**config.mk**
```make
export PLATFORM = sky130hd
export DESIGN_NAME = mc_ctrl_fsm
export DESIGN_NICKNAME = d
export VERILOG_FILES = /design/src/rtl/mc_ctrl_pkg.sv /design/src/rtl/mc_ctrl_fsm_alu_decode.sv /design/src/rtl/mc_ctrl_fsm.sv
export SDC_FILE = /design/constraint.sdc
export NUM_CORES = 1
export LEC_CHECK = 0
export BUFFER_PORTS_ARGS = -buffer_cell sky130_fd_sc_hd__buf_2
export CAP_MARGIN = 20
export CORE_MARGIN = 2
export CORE_UTILIZATION = 35
export CTS_CLUSTER_DIAMETER = 120
export DETAILED_ROUTE_END_ITERATION = 10
export GPL_TIMING_DRIVEN = 0
export PLACE_DENSITY = 0.73
export SYNTH_ARGS = -nofsm -noshare
export SYNTH_HDL_FRONTEND = slang
export SYNTH_SLANG_ARGS = --single-unit
```
**constraint.sdc**
```tcl
create_clock -name clk -period 2.8 [get_ports clk]
set_input_delay 0.14 -clock clk [delete_from_list [all_inputs] [get_ports clk]]
set_output_delay 0.14 -clock clk [all_outputs]
set_load 0.02 [all_outputs]
```
**src/rtl/mc_ctrl_pkg.sv**
```systemverilog
// Shared types and constants for the multi-cycle RV32I control sequencer.
// Holds the state encoding, opcode values, ALU operation codes and ALU-B mux selects.
package mc_ctrl_pkg;

  typedef enum logic [3:0] {
    S_FETCH,
    S_DECODE,
    S_MEM_ADDR,
    S_MEM_RD,
    S_MEM_WB,
    S_MEM_WR,
    S_EXEC_R,
    S_WB_R,
    S_BRANCH,
    S_TRAP
  } state_e;

  localparam logic [6:0] OP_R      = 7'b0110011;
  localparam logic [6:0] OP_LOAD   = 7'b0000011;
  localparam logic [6:0] OP_STORE  = 7'b0100011;
  localparam logic [6:0] OP_BRANCH = 7'b1100011;

  localparam logic [6:0] F7_BASE = 7'b0000000;
  localparam logic [6:0] F7_ALT  = 7'b0100000;

  typedef enum logic [3:0] {
    ALU_AND = 4'b0000,
    ALU_OR  = 4'b0001,
    ALU_ADD = 4'b0010,
    ALU_SLL = 4'b0011,
    ALU_XOR = 4'b0100,
    ALU_SRL = 4'b0101,
    ALU_SUB = 4'b0110,
    ALU_SLT = 4'b0111
  } alu_op_e;

  localparam logic [1:0] SRC_B_RS2  = 2'b00;
  localparam logic [1:0] SRC_B_FOUR = 2'b01;
  localparam logic [1:0] SRC_B_IMM  = 2'b10;

  typedef enum logic [1:0] {
    CLS_MEM,
    CLS_BRANCH,
    CLS_RTYPE
  } op_class_e;

endpackage

```
**src/rtl/mc_ctrl_fsm_alu_decode.sv**
```systemverilog
// Combinational ALU operation decode from instruction class and funct fields.
// Flags R-type encodings outside the supported subset as illegal.
module alu_decode
  import mc_ctrl_pkg::*;
(
  input  op_class_e   cls,
  input  logic [2:0]  funct3,
  input  logic [6:0]  funct7,
  output alu_op_e     alu_ctrl,
  output logic        illegal
);

  always_comb begin
    alu_ctrl = ALU_ADD;
    illegal  = 1'b0;
    case (cls)
      CLS_MEM:    alu_ctrl = ALU_ADD;
      CLS_BRANCH: alu_ctrl = ALU_SUB;
      CLS_RTYPE: begin
        if (funct7 != F7_BASE && funct7 != F7_ALT) illegal = 1'b1;
        case (funct3)
          3'b000:  alu_ctrl = (funct7 == F7_ALT) ? ALU_SUB : ALU_ADD;
          3'b001:  alu_ctrl = ALU_SLL;
          3'b010:  alu_ctrl = ALU_SLT;
          3'b100:  alu_ctrl = ALU_XOR;
          3'b101:  alu_ctrl = ALU_SRL;
          3'b110:  alu_ctrl = ALU_OR;
          3'b111:  alu_ctrl = ALU_AND;
          default: illegal  = 1'b1; // funct3=011 (sltu) is outside the subset
        endcase
      end
      default: alu_ctrl = ALU_ADD;
    endcase
  end

endmodule

```
**src/rtl/mc_ctrl_fsm.sv**
```systemverilog
// Multi-cycle control sequencer: steps each instruction through fetch/decode/execute/
// memory/writeback and drives the datapath enables and the shared memory handshake.
//
// state      | meaning
// FETCH      | read instruction at PC, PC <= PC+4 on mem_ready
// DECODE     | classify opcode, precompute branch target
// MEM_ADDR   | rs1+imm effective address
// MEM_RD     | load data read, waits on mem_ready
// MEM_WB     | load data to register file, retire
// MEM_WR     | store write, waits on mem_ready, retire
// EXEC_R     | R-type ALU operation
// WB_R       | ALU result to register file, retire
// BRANCH     | rs1-rs2 compare, take branch on zero, retire
// TRAP       | illegal instruction, held until reset
module mc_ctrl_fsm
  import mc_ctrl_pkg::*;
#(
  parameter int OPLEN = 7
) (
  input  logic             clk,
  input  logic             rst_n,
  input  logic [OPLEN-1:0] op,
  input  logic [2:0]       funct3,
  input  logic [6:0]       funct7,
  input  logic             zero,
  input  logic             mem_ready,
  output logic             mem_req,
  output logic             mem_we,
  output logic             iord,
  output logic             ir_write,
  output logic             pc_write,
  output logic             pc_src,
  output logic             alu_src_a,
  output logic [1:0]       alu_src_b,
  output logic [3:0]       alu_ctrl,
  output logic             reg_write,
  output logic             mem_to_reg,
  output logic             retire,
  output logic             trap
);

  state_e    state, state_nxt;
  op_class_e cls;
  alu_op_e   dec_ctrl;
  logic      dec_illegal;

  always_comb begin
    cls = CLS_MEM;
    if (op == OPLEN'(OP_R))           cls = CLS_RTYPE;
    else if (op == OPLEN'(OP_BRANCH)) cls = CLS_BRANCH;
  end

  alu_decode u_alu_decode (
    .cls      (cls),
    .funct3   (funct3),
    .funct7   (funct7),
    .alu_ctrl (dec_ctrl),
    .illegal  (dec_illegal)
  );

  always_ff @(posedge clk or negedge rst_n) begin
    if (!rst_n) state <= S_FETCH;
    else        state <= state_nxt;
  end

  always_comb begin
    state_nxt  = state;
    mem_req    = 1'b0;
    mem_we     = 1'b0;
    iord       = 1'b0;
    ir_write   = 1'b0;
    pc_write   = 1'b0;
    pc_src     = 1'b0;
    alu_src_a  = 1'b0;
    alu_src_b  = SRC_B_RS2;
    alu_ctrl   = ALU_AND;
    reg_write  = 1'b0;
    mem_to_reg = 1'b0;
    retire     = 1'b0;
    trap       = 1'b0;
    case (state)
      S_FETCH: begin
        mem_req   = 1'b1;
        alu_src_b = SRC_B_FOUR;
        alu_ctrl  = ALU_ADD;
        if (mem_ready) begin
          ir_write  = 1'b1;
          pc_write  = 1'b1;
          state_nxt = S_DECODE;
        end
      end
      S_DECODE: begin
        alu_src_b = SRC_B_IMM;
        alu_ctrl  = ALU_ADD;
        if (op == OPLEN'(OP_R))
          state_nxt = dec_illegal ? S_TRAP : S_EXEC_R;
        else if (op == OPLEN'(OP_LOAD) || op == OPLEN'(OP_STORE))
          state_nxt = S_MEM_ADDR;
        else if (op == OPLEN'(OP_BRANCH))
          state_nxt = S_BRANCH;
        else
          state_nxt = S_TRAP;
      end
      S_MEM_ADDR: begin
        alu_src_a = 1'b1;
        alu_src_b = SRC_B_IMM;
        alu_ctrl  = dec_ctrl;
        state_nxt = (op == OPLEN'(OP_LOAD)) ? S_MEM_RD : S_MEM_WR;
      end
      S_MEM_RD: begin
        mem_req = 1'b1;
        iord    = 1'b1;
        if (mem_ready) state_nxt = S_MEM_WB;
      end
      S_MEM_WB: begin
        reg_write  = 1'b1;
        mem_to_reg = 1'b1;
        retire     = 1'b1;
        state_nxt  = S_FETCH;
      end
      S_MEM_WR: begin
        mem_req = 1'b1;
        mem_we  = 1'b1;
        iord    = 1'b1;
        if (mem_ready) begin
          retire    = 1'b1;
          state_nxt = S_FETCH;
        end
      end
      S_EXEC_R: begin
        alu_src_a = 1'b1;
        alu_ctrl  = dec_ctrl;
        state_nxt = S_WB_R;
      end
      S_WB_R: begin
        reg_write = 1'b1;
        retire    = 1'b1;
        state_nxt = S_FETCH;
      end
      S_BRANCH: begin
        alu_src_a = 1'b1;
        alu_ctrl  = dec_ctrl;
        pc_src    = 1'b1;
        pc_write  = zero;
        retire    = 1'b1;
        state_nxt = S_FETCH;
      end
      S_TRAP: trap = 1'b1;
      default: state_nxt = S_FETCH;
    endcase
    // Reset forces every output low at once, so an aborted writeback never lands.
    if (!rst_n) begin
      mem_req    = 1'b0;
      mem_we     = 1'b0;
      iord       = 1'b0;
      ir_write   = 1'b0;
      pc_write   = 1'b0;
      pc_src     = 1'b0;
      alu_src_a  = 1'b0;
      alu_src_b  = SRC_B_RS2;
      alu_ctrl   = ALU_AND;
      reg_write  = 1'b0;
      mem_to_reg = 1'b0;
      retire     = 1'b0;
      trap       = 1'b0;
    end
  end

endmodule

```
==> run_results.csv <==
group,metric,value,unit
sta,hold_viol,0,
logic_synthesis,netlist_area,657,sq um
floorplanning,io_pins,38,
power_and_ir_drop,vdd.ir_drop.worst,0.193,mV
sta,setup_tns,0,ns
sta,fin_crit_sh,78.9,%
cts,cts_hold_buffers,1,
drt,num_vias,855,
sta,finalCriticalPeriod,2.21,ns
cts,numCtsBuffers,3,
placed_design,dp_worst_setup_slack,0.991,ns
logic_synthesis,yosysUniqueCellTypes,38,
job,max-cap-violations,0,
grt,antenna_found_initial,0,
finish,largest_register_ffs,4,
logic_synthesis,syn_inst,92,
drt,wirelength,1.98,mm
power_and_ir_drop,power.density,547,nW/um^2
logic_synthesis,synth_seq_cells,4,
cts,post_cts_buffers,0,
power_and_ir_drop,p_leak,0.403,nW
setup_path,worstSetupPathType,"in -> out",
cts,h-tree-depth,1,
setup_path,cp_data_arrival_time,2.07,ns
drt,dr.pass1.iters,4,
finish,area_growth,36.4,%
setup_path,critPathLaunchType,"primary input",
floorplanning,rows,15,
finish,num-nets-final,154,
logic_synthesis,ys_warn_count,0,
power_and_ir_drop,intPower,0.242,mW
placed_design,portBuffers,35,
sta,finalSetupViolCount,0,
power_and_ir_drop,swShare,50.5,%
logic_synthesis,syn_area_per_cell,7.14,sq um
sta,worst_pin_slew,0.706,ns
grt,grt_pass1_vias,747,
drt,drt_iter0_markers,22,
floorplanning,dieArea,2240,sq um
cts,clk_path_buf_depth,2,
finish,largest_register,"state",
placed_design,dp_hpwl,1.57,mm
sta,max_slew_margin,51.7,%
grt,grtUsageTotal,20.0,%
cts,cts_sinks,4,
finish,seqCellArea,100,sq um
finish,drive_above_1_share,35.9,%
sta,maxSlewViolCount,0,
logic_synthesis,ys_seq_area_share,15.2,%
placed_design,place.gp.congestion,0.841,
cts,root_buffer,"clkbuf_4",
cts,post_cts_resized,0,
setup_path,worst_setup_path_end_kind,"output pin",
power_and_ir_drop,pwr-share-clk,14.4,%
sta,rsz0062_at_grt,"no",
grt,grt_pass1_wl,3.27,mm
worst_hold_path,hold_class,"in -> async",
sta,max_freq,453,MHz
grt,grt_max_degree,11,
power_and_ir_drop,seqPwrFrac,19.6,%
drt,wl_per_cell,12.7,um
placed_design,dpl.cell_count,152,
run_status,status,"completed",
finish,diodes,0,
logic_synthesis,synthFlopType,"dfrtp_1",
finish,top_regs,"state x4",
drt,viasPerCell,5.48,
finish,fill_cells,175,
floorplanning,core-area,1750,sq um
setup_path,crit_path_max_fanout,10,
cts,clk_pin_slew_worst_paths,0.04,ns
setup_path,critical_path_required,2.66,ns
floorplanning,die_w,47.3,um
logic_synthesis,async_flop_share,100,%
sta,setup_ws,0.591,ns
finish,multi_input_area,519,sq um
cts,insertion_delay,0.23,ns
power_and_ir_drop,netSwitchingPower,0.247,mW
sta,skew,0.00311,ns
logic_synthesis,synth_edf_count,0,
drt,drcViolationCount,0,
logic_synthesis,syn-num-nets,113,
grt,grt_overflow,0,
floorplanning,initial_core_util,37.6,%
finish,final_cells,156,
floorplanning,die_y,47.3,um
power_and_ir_drop,comb_power_share,66.0,%
drt,ant_nets,0,
cts,cts_tree,"built",
## layout by cell type, fill, tap and decap left out, types with 4 or more instances in the layout
cell and count:
buf_2 35, nor3_1 9, nor2_1 8, clkbuf_1 7, a21oi_1 7, nand2_1 6
o21ai_0 5, nand2b_1 4, dfrtp_1 4
## cell families after synthesis
group,synth area share (%)
multiplexers,3.24
XOR/XNOR,2.67
flip-flops,15.2
AND/OR/NAND/NOR,48.0
buffers and inverters,5.71
other,0.571
AO/OA/AOI/OAI,24.6
## layer usage
layer | track usage, % | wire (um) | part of all wire [%]
met3 | 0 | 58 | 2.9
met4 | 7.78 | 20 | 1.0
met5 | 0 | 0 | 0
met2 | 32.4 | 1040 | 52
met1 | 28.1 | 867 | 44
## layout make-up
| cell class | count | share of cell area [%] |
|---|---|---|
| Multi-Input combinational cell | 79 | 58.0 |
| Timing Repair Buffer | 36 | 20.7 |
| Sequential cell | 4 | 11.2 |
| Buffer | 8 | 3.77 |
| Tap cell | 25 | 3.49 |
| Clock buffer | 3 | 2.51 |
| Inverter | 1 | 0.419 |
## power by group through the flow
stage | sequential [mW] | clock [mW] | combinational (mW)
5_1_grt | 0.0992 | 0.0782 | 0.357
6_report | 0.0960 | 0.0705 | 0.323
2_1_floorplan | 0.0875 | 0 | 0.227
4_1_cts | 0.0959 | 0.0764 | 0.323
3_3_place_gp | 0.0958 | 0 | 0.313
3_5_place_dp | 0.0959 | 0 | 0.321
## worst max-delay path, stage by stage
cell and delay [ns]:
dlygate4sd3_1 0.52, buf_2 0.21, or3b_2 0.51, nor3_1 0.25
and2_1 0.20, a21o_1 0.08, buf_2 0.15
## Yosys cell counts, types with 2 or more instances
cell / count / area (sq um)
nor4bb_1: 2 / 20.0
nand3b_1: 2 / 15.0
a21o_1: 2 / 15.0
nand2_1: 6 / 22.5
o21ai_0: 5 / 25.0
nor3b_1: 3 / 22.5
a21oi_1: 7 / 35.0
or2_2: 2 / 12.5
nand2b_1: 4 / 25.0
nor2b_1: 3 / 18.8
nor2_1: 8 / 30.0
o22ai_1: 2 / 12.5
xnor2_1: 2 / 17.5
nor3_1: 9 / 45.0
clkbuf_1: 7 / 26.3
dfrtp_1: 4 / 100
and2_1: 2 / 12.5
a2111oi_0: 2 / 17.5
## through the flow
step           hold slack, ns  cell area [sq um]  power, mW  util, %
6_report                0.283                896      0.490     51.3
4_1_cts                 0.271                896      0.495     51.3
3_3_place_gp          -0.0190                863      0.409     49.5
3_5_place_dp          -0.0105                863      0.417     49.5
2_1_floorplan          -0.156                657      0.315        -
5_1_grt                 0.305                896      0.534     51.3
## path summary, 6_finish.rpt
kind | slack, ns | end | startpoint | cells past startpoint
max | 0.59 | pc_write | rst_n | 7
min | 0.28 | state[2] | rst_n | 2
max reg2reg | 0.98 | state[2] | state[1] | 5
min reg2reg | 0.67 | state[1] | state[3] | 2
max in group asynchronous | 2.35 | state[3] | rst_n | 2
min in group clk | 0.32 | state[2] | mem_ready | 3
(Power assumes the default switching activity.)
